==> src/rtl/sol1_fpu.sv <==
// Byte-wide IEEE-754 single-precision add/sub/mul coprocessor for the Sol-1 CPU bus.
// cmd_end rises at most ~31 clocks after the opcode write; new writes are dropped until end_ack.
module sol1_fpu (
   input  logic       clk,
   input  logic       arst,
   input  logic [7:0] databus_in,
   output logic [7:0] databus_out,
   input  logic [3:0] addr,
   input  logic       cs,
   input  logic       rd,
   input  logic       wr,
   input  logic       end_ack,
   output logic       cmd_end,
   output logic       busy
);
   typedef enum logic [3:0] {
      S_IDLE, S_UNPACK, S_ADD_ALIGN, S_ADD_SUM, S_MUL,
      S_NORMALIZE, S_ROUND, S_PACK, S_DONE
   } state_t;

   state_t             state_q, state_d;
   logic [31:0]        a_q, a_d, b_q, b_d, result_q, result_d;
   logic [7:0]         op_q, op_d;
   logic               wr_q;
   logic               sa_q, sa_d, sb_q, sb_d, sign_q, sign_d;
   logic [7:0]         ea_q, ea_d, eb_q, eb_d;
   logic [23:0]        ma_q, ma_d, mb_q, mb_d;
   logic signed [10:0] exp_q, exp_d;
   logic [27:0]        man_q, man_d;
   logic [26:0]        aux_q, aux_d;
   logic               spec_q, spec_d;
   logic [31:0]        spec_val_q, spec_val_d;

   logic        wr_commit, start, op_valid;
   logic        nan_in, mul_zero, unpack_special;
   logic        a_ge_b, big_s;
   logic [23:0] big_m, small_m;
   logic [7:0]  big_e, small_e, diff;
   logic [26:0] small_ext, small_sh, aligned;
   logic        small_sticky;
   logic [47:0] prod;
   logic        round_up;
   logic [24:0] m25;
   logic [31:0] pack_val;

   assign wr_commit      = !cs && !wr && wr_q && (state_q == S_IDLE);
   assign start          = wr_commit && (addr == 4'h8);
   assign op_valid       = (databus_in <= 8'h02);
   assign nan_in         = (a_q[30:23] == 8'hFF) || (b_q[30:23] == 8'hFF);
   assign mul_zero       = (op_q == 8'h02) && ((a_q[30:23] == 8'h00) || (b_q[30:23] == 8'h00));
   assign unpack_special = nan_in || mul_zero;
   assign prod           = {24'h0, ma_q} * {24'h0, mb_q};

   // Alignment: larger magnitude stays put, smaller one shifts right keeping G/R/S.
   always_comb begin
      a_ge_b    = ({ea_q, ma_q} >= {eb_q, mb_q});
      big_m     = a_ge_b ? ma_q : mb_q;
      small_m   = a_ge_b ? mb_q : ma_q;
      big_e     = a_ge_b ? ea_q : eb_q;
      small_e   = a_ge_b ? eb_q : ea_q;
      big_s     = a_ge_b ? sa_q : sb_q;
      diff      = big_e - small_e;
      small_ext = {small_m, 3'b000};
      if (diff >= 8'd27) begin
         small_sh     = 27'h0;
         small_sticky = |small_m;
      end else begin
         small_sh     = small_ext >> diff;
         small_sticky = |(small_ext & ~(27'h7FF_FFFF << diff));
      end
      aligned = {small_sh[26:1], small_sh[0] | small_sticky};
   end

   always_comb begin
      round_up = man_q[2] & (man_q[1] | man_q[0] | man_q[3]);
      m25      = {1'b0, man_q[26:3]} + {24'h0, round_up};
   end

   always_comb begin
      if (spec_q)                pack_val = spec_val_q;
      else if (!man_q[26])       pack_val = 32'h0000_0000;
      else if (exp_q >= 11'sd255) pack_val = {sign_q, 8'hFF, 23'h0};
      else if (exp_q <= 11'sd0)  pack_val = 32'h0000_0000;
      else                       pack_val = {sign_q, exp_q[7:0], man_q[25:3]};
   end

   always_ff @(posedge clk or negedge arst) begin
      if (!arst) state_q <= S_IDLE;
      else       state_q <= state_d;
   end

   always_comb begin
      state_d = state_q;
      unique case (state_q)
         S_IDLE:      if (start) state_d = op_valid ? S_UNPACK : S_PACK;
         S_UNPACK: begin
            if (unpack_special)      state_d = S_PACK;
            else if (op_q == 8'h02)  state_d = S_MUL;
            else                     state_d = S_ADD_ALIGN;
         end
         S_ADD_ALIGN: state_d = S_ADD_SUM;
         S_ADD_SUM:   state_d = S_NORMALIZE;
         S_MUL:       state_d = S_NORMALIZE;
         S_NORMALIZE: if ((man_q == 28'h0) || (!man_q[27] && man_q[26])) state_d = S_ROUND;
         S_ROUND:     state_d = S_PACK;
         S_PACK:      state_d = S_DONE;
         S_DONE:      if (end_ack) state_d = S_IDLE;
         default:     state_d = S_IDLE;
      endcase
   end

   always_comb begin
      busy    = (state_q != S_IDLE) && (state_q != S_DONE);
      cmd_end = (state_q == S_DONE);
   end

   always_comb begin
      a_d = a_q; b_d = b_q; op_d = op_q; result_d = result_q;
      sa_d = sa_q; sb_d = sb_q; ea_d = ea_q; eb_d = eb_q; ma_d = ma_q; mb_d = mb_q;
      sign_d = sign_q; exp_d = exp_q; man_d = man_q; aux_d = aux_q;
      spec_d = spec_q; spec_val_d = spec_val_q;
      if (wr_commit) begin
         case (addr)
            4'h0: a_d[7:0]   = databus_in;
            4'h1: a_d[15:8]  = databus_in;
            4'h2: a_d[23:16] = databus_in;
            4'h3: a_d[31:24] = databus_in;
            4'h4: b_d[7:0]   = databus_in;
            4'h5: b_d[15:8]  = databus_in;
            4'h6: b_d[23:16] = databus_in;
            4'h7: b_d[31:24] = databus_in;
            4'h8: op_d       = databus_in;
            default: ;
         endcase
      end
      unique case (state_q)
         S_IDLE: if (start) begin
            spec_d     = !op_valid;
            spec_val_d = 32'h0000_0000;
         end
         S_UNPACK: begin
            sa_d = a_q[31];
            sb_d = b_q[31] ^ (op_q == 8'h01);
            ea_d = a_q[30:23];
            eb_d = b_q[30:23];
            ma_d = (a_q[30:23] != 8'h00) ? {1'b1, a_q[22:0]} : 24'h0;
            mb_d = (b_q[30:23] != 8'h00) ? {1'b1, b_q[22:0]} : 24'h0;
            if (nan_in) begin
               spec_d     = 1'b1;
               spec_val_d = 32'h7FC0_0000;
            end else if (mul_zero) begin
               spec_d     = 1'b1;
               spec_val_d = {a_q[31] ^ b_q[31], 31'h0};
            end
         end
         S_ADD_ALIGN: begin
            sign_d = big_s;
            exp_d  = $signed({3'b000, big_e});
            man_d  = {1'b0, big_m, 3'b000};
            aux_d  = aligned;
         end
         S_ADD_SUM: begin
            if (sa_q ^ sb_q) man_d = {1'b0, man_q[26:0]} - {1'b0, aux_q};
            else             man_d = {1'b0, man_q[26:0]} + {1'b0, aux_q};
         end
         S_MUL: begin
            sign_d = sa_q ^ sb_q;
            exp_d  = $signed({3'b000, ea_q}) + $signed({3'b000, eb_q}) - 11'sd127;
            man_d  = {prod[47:23], prod[22], prod[21], |prod[20:0]};
         end
         S_NORMALIZE: if (man_q != 28'h0) begin
            if (man_q[27]) begin
               man_d = {1'b0, man_q[27:2], man_q[1] | man_q[0]};
               exp_d = exp_q + 11'sd1;
            end else if (!man_q[26]) begin
               man_d = {man_q[26:0], 1'b0};
               exp_d = exp_q - 11'sd1;
            end
         end
         S_ROUND: begin
            if (m25[24]) begin
               man_d = {1'b0, m25[24:1], 3'b000};
               exp_d = exp_q + 11'sd1;
            end else begin
               man_d = {1'b0, m25[23:0], 3'b000};
            end
         end
         S_PACK:  result_d = pack_val;
         default: ;
      endcase
   end

   always_ff @(posedge clk or negedge arst) begin
      if (!arst) begin
         a_q <= '0; b_q <= '0; op_q <= '0; result_q <= '0; wr_q <= 1'b1;
         sa_q <= 1'b0; sb_q <= 1'b0; ea_q <= '0; eb_q <= '0; ma_q <= '0; mb_q <= '0;
         sign_q <= 1'b0; exp_q <= '0; man_q <= '0; aux_q <= '0;
         spec_q <= 1'b0; spec_val_q <= '0;
      end else begin
         a_q <= a_d; b_q <= b_d; op_q <= op_d; result_q <= result_d; wr_q <= wr;
         sa_q <= sa_d; sb_q <= sb_d; ea_q <= ea_d; eb_q <= eb_d; ma_q <= ma_d; mb_q <= mb_d;
         sign_q <= sign_d; exp_q <= exp_d; man_q <= man_d; aux_q <= aux_d;
         spec_q <= spec_d; spec_val_q <= spec_val_d;
      end
   end

   always_comb begin
      databus_out = 8'h00;
      if (!cs && !rd) begin
         case (addr)
            4'h9:    databus_out = result_q[7:0];
            4'hA:    databus_out = result_q[15:8];
            4'hB:    databus_out = result_q[23:16];
            4'hC:    databus_out = result_q[31:24];
            default: databus_out = 8'h00;
         endcase
      end
   end
endmodule

==> config.mk <==
export PLATFORM = sky130hd
export DESIGN_NAME = sol1_fpu
export DESIGN_NICKNAME = d
export VERILOG_FILES = /design/src/rtl/sol1_fpu.sv
export SDC_FILE = /design/constraint.sdc
export NUM_CORES = 2
export LEC_CHECK = 0
export CORE_MARGIN = 10
export CORE_UTILIZATION = 50
export CTS_BUF_LIST = sky130_fd_sc_hd__clkbuf_16
export CTS_CLUSTER_DIAMETER = 40
export DETAILED_ROUTE_END_ITERATION = 10
export PLACE_DENSITY = 0.65
export REMOVE_ABC_BUFFERS = 1
export SYNTH_ARGS = -nofsm -noshare
export SYNTH_HDL_FRONTEND = slang
export SYNTH_SLANG_ARGS = --single-unit
export TNS_END_PERCENT = 1
==> constraint.sdc <==
create_clock -name clk -period 10.9 [get_ports clk]
set_input_delay 2.18 -clock clk [delete_from_list [all_inputs] [get_ports clk]]
set_output_delay 2.18 -clock clk [all_outputs]
set_load 0.02 [all_outputs]
==> results by group <==
Critical path
  • Worst path max stage delay: 1230 ps
  • FF-to-FF Start: ma_q[13]$_DFFE_PN0P_
  • Worst Path Arrival: 9490 ps
  • Slowest stage cell, crit path: dfrtp_1
  • Kind of critical path: reg -> reg
  • Critical Path Source Type: flop
  • CP dominant cell by count: fa_1
  • R2R Path End: man_q[25]$_DFFE_PN0P_
  • Crit end category: flop
  • Worst R2R Setup Slack: 1920 ps
  • Reg2Reg Depth: 26
  • Worst Path Max Fanout: 29
  • CP required: around 11000 ps

Run
  • Max_cap viols: 0

CTS
  • Post-CTS Resized: 0
  • CTS tree: done
  • Clock transition at path regs: 50 ps
  • CTS max path bufs: 3
  • Clk sinks: roughly 250
  • Worst skew pair latency: approximately 590 ps
  • Cts hold-fix bufs: 0
  • TritonCTS Buffers: 44
  • H-Tree Depth: 2
  • CTS root buf: clkbuf_16
  • Post-CTS Setup Bufs: 0

Synthesis
  • Yosys top cell by area: fa_1
  • Area of the mapped netlist: 36250 µm²
  • Share of the synthesized area in the top cell type: 26.73%
  • Seq/Total Area, Yosys: 16.92%
  • Async S/R FF share, synth: 100.0%
  • Ranking of synthesized cells by area: fa_1 27%, dfrtp_1 17%, ha_1 9.6%, nand2_1 7.3%, inv_1 6.4%
  • Top-count cell post-synth: nand2_1
  • Synth cell count leaders: 706 x nand2_1, 617 x inv_1, 484 x fa_1
  • Yosys cell types: 84
  • Gate Count Post-Synth: 4257
  • Yosys warns: 0
  • Post-synth EDFFs: 0
  • Ys flop type: dfrtp_1
  • Synthesized area per cell: around 8.5 µm²
  • Synth Register Bits: 245

Floorplan
  • DIE AREA: 83670 µm²
  • Die width: 289.3 µm
  • Die height: between 200 and 300 µm
  • Core ar.: 71730 µm²
  • Row cnt: 98
  • Top-level I/O count: 28
  • Starting Density: ~50%

Place
  • Dpl hpwl: just under 90000 µm
  • GPL Wtd Cong: 0.9557
  • Placed cell areas: 37320 µm²
  • Port bufs: 27

Global routing
  • Antenna violations before repair: 2
  • Largest net degree at the start of global routing: 84
  • Gr usage total: 28.39%
  • Global-route wire length before repair: 184900 µm
  • Vias in the first global route: between 30000 and 40000
  • Gr ovfl total: 0

Route
  • Via count: just over 30000
  • Routed vias/inst: 5.998
  • DR iter-0 viols: between 3000 and 4000
  • Wire per inst: ~23 µm
  • WL final: between 100000 and 150000 µm
  • Pre-antenna DRT Iters: 8
  • DRC: 0
  • Post-route ant nets: 0

Power
  • Leakage: 0.01889 µW
  • Cell Pwr Density: 287.9 nW/µm²
  • Peak VDD IR: between 0.5 and 0.6 mV
  • Design Power: 11180 µW

Worst hold path
  • Hold Crit Endpoint: op_q[5]$_DFFE_PN0P_
  • Min-Delay Path Depth: 2
  • Hold path start: op_q[5]$_DFFE_PN0P_
  • Hold Path Class: reg -> reg

STA
  • Final Setup Violations: 0
  • Fmax: 111.4 MHz
  • Max-slew violation count: 0
  • Clock Skews: ~29 ps
  • Fin. Hold Viols: 0
  • Period utilization: 82.37%
  • Min cycle time layout: around 9000 ps
  • Unrepaired setup endpoints after global routing: false
  • Least-Margin Pin Slew: 1339 ps
  • Max_slew headroom: 10.76%
  • Final TNS setup: 0 ps

Final layout
  • Syn-to-layout area delta: 7.113%
  • # diodes: 0
  • Layout cells sized above 1: ~6.5%
  • Final instance area: approximately 39000 µm²
  • Nets: 4917

Run status
  • Run status: finished, final reports clean
state kept, by name, indices dropped and copies added, names as in the netlist:
signal,cells
state_q,4
sb_q,1
ma_q,24
a_q,32
eb_q,8
spec_q,1
exp_q,11
wr_q,1
spec_val_q,2
sa_q,1
sign_q,1
man_q,28
op_q,8
b_q,32
mb_q,24
ea_q,8
result_q,32
aux_q,27
stage by stage:
step	util [%]	instances	setup WS, ps	hold slack (ps)
2_1_floorplan	-	3983	3391	441.8
5_1_grt	54.13	5122	1538	512.7
6_report	54.13	5122	1921	473.5
3_3_place_gp	52.02	5041	2323	460.0
4_1_cts	54.13	5122	2134	479.7
3_5_place_dp	52.02	5041	2194	463.2
area by class of cell:
cell class | count | area (µm²)
clock buffer | 45 | 1126
clock inverter | 36 | 387.9
fill | 6629 | 32900
inverter | 620 | 2327
multi-input combinational | 3118 | 26780
sequential | 245 | 6132
tap | 950 | 1189
timing repair buffer | 108 | 883.3
where the power goes:
part	internal (µW)	leakage (µW)	total [µW]	switching [µW]
logic	2730	0.0149	8160	5430
registers	1150	0.00331	1610	465
clock network	852	0.000727	1410	559
routing by layer:
layer	vias up	part of all wire (%)	track usage (%)
met1	15310	42	38.57
met3	340	9.4	5.273
met5	-	0.023	0
met4	4	4.7	11.13
met2	1467	44	44.47
li1	13610	-	-
critical path, delay by kind of cell (launching register included):
kind / cells / cell delay (ps)
AO/OA/AOI/OAI: 11 / 2870
adder cells (fa/ha/maj): 9 / 4030
multiplexers: 1 / 410
AND/OR/NAND/NOR: 1 / 170
flip-flops: 1 / 1230
buffers and inverters: 4 / 190
layout by cell type (no fill, tap or decap), types with 57 or more instances in the layout:
| master | n |
|---|---|
| a21oi_1 | 196 |
| buf_4 | 81 |
| o21ai_0 | 176 |
| nor2_1 | 199 |
| o22ai_1 | 57 |
| xnor2_1 | 67 |
| dfrtp_1 | 244 |
| a21o_1 | 62 |
| nand2_1 | 705 |
| and2_1 | 182 |
| fa_1 | 484 |
| inv_1 | 618 |
| mux2_2 | 70 |
| ha_1 | 278 |
kinds of logic (layout without fill, tap and decap cells):
logic type                 Yosys count  after routing  synth area share (%)
and+or+nand+nor                   1365           1365                 17.14
buffers and inverters              894            809                 9.326
adders and majority gates          762            762                 36.32
AOI/OAI and AO/OA                  746            746                 13.31
DFF                                245            245                 16.92
muxes                              129            129                 4.183
xor gates and xnor gates           116            116                 2.803
how the worst max path moves through the flow:
| stage | startpoint | to | slack, ps | cells past startpoint |
|---|---|---|---|---|
| 2_1_floorplan | ma_q[20]$_DFFE_PN0P_ | man_q[25]$_DFFE_PN0P_ | 3390 | 27 |
| 3_3_place_gp | ma_q[13]$_DFFE_PN0P_ | man_q[25]$_DFFE_PN0P_ | 2320 | 26 |
| 3_5_place_dp | ma_q[13]$_DFFE_PN0P_ | man_q[25]$_DFFE_PN0P_ | 2190 | 26 |
| 4_1_cts | ma_q[13]$_DFFE_PN0P_ | man_q[25]$_DFFE_PN0P_ | 2130 | 26 |
| 5_1_grt | ma_q[13]$_DFFE_PN0P_ | man_q[25]$_DFFE_PN0P_ | 1540 | 26 |
| 6_report | ma_q[13]$_DFFE_PN0P_ | man_q[25]$_DFFE_PN0P_ | 1920 | 26 |
Note: power is estimated with default switching activity, not from simulation.
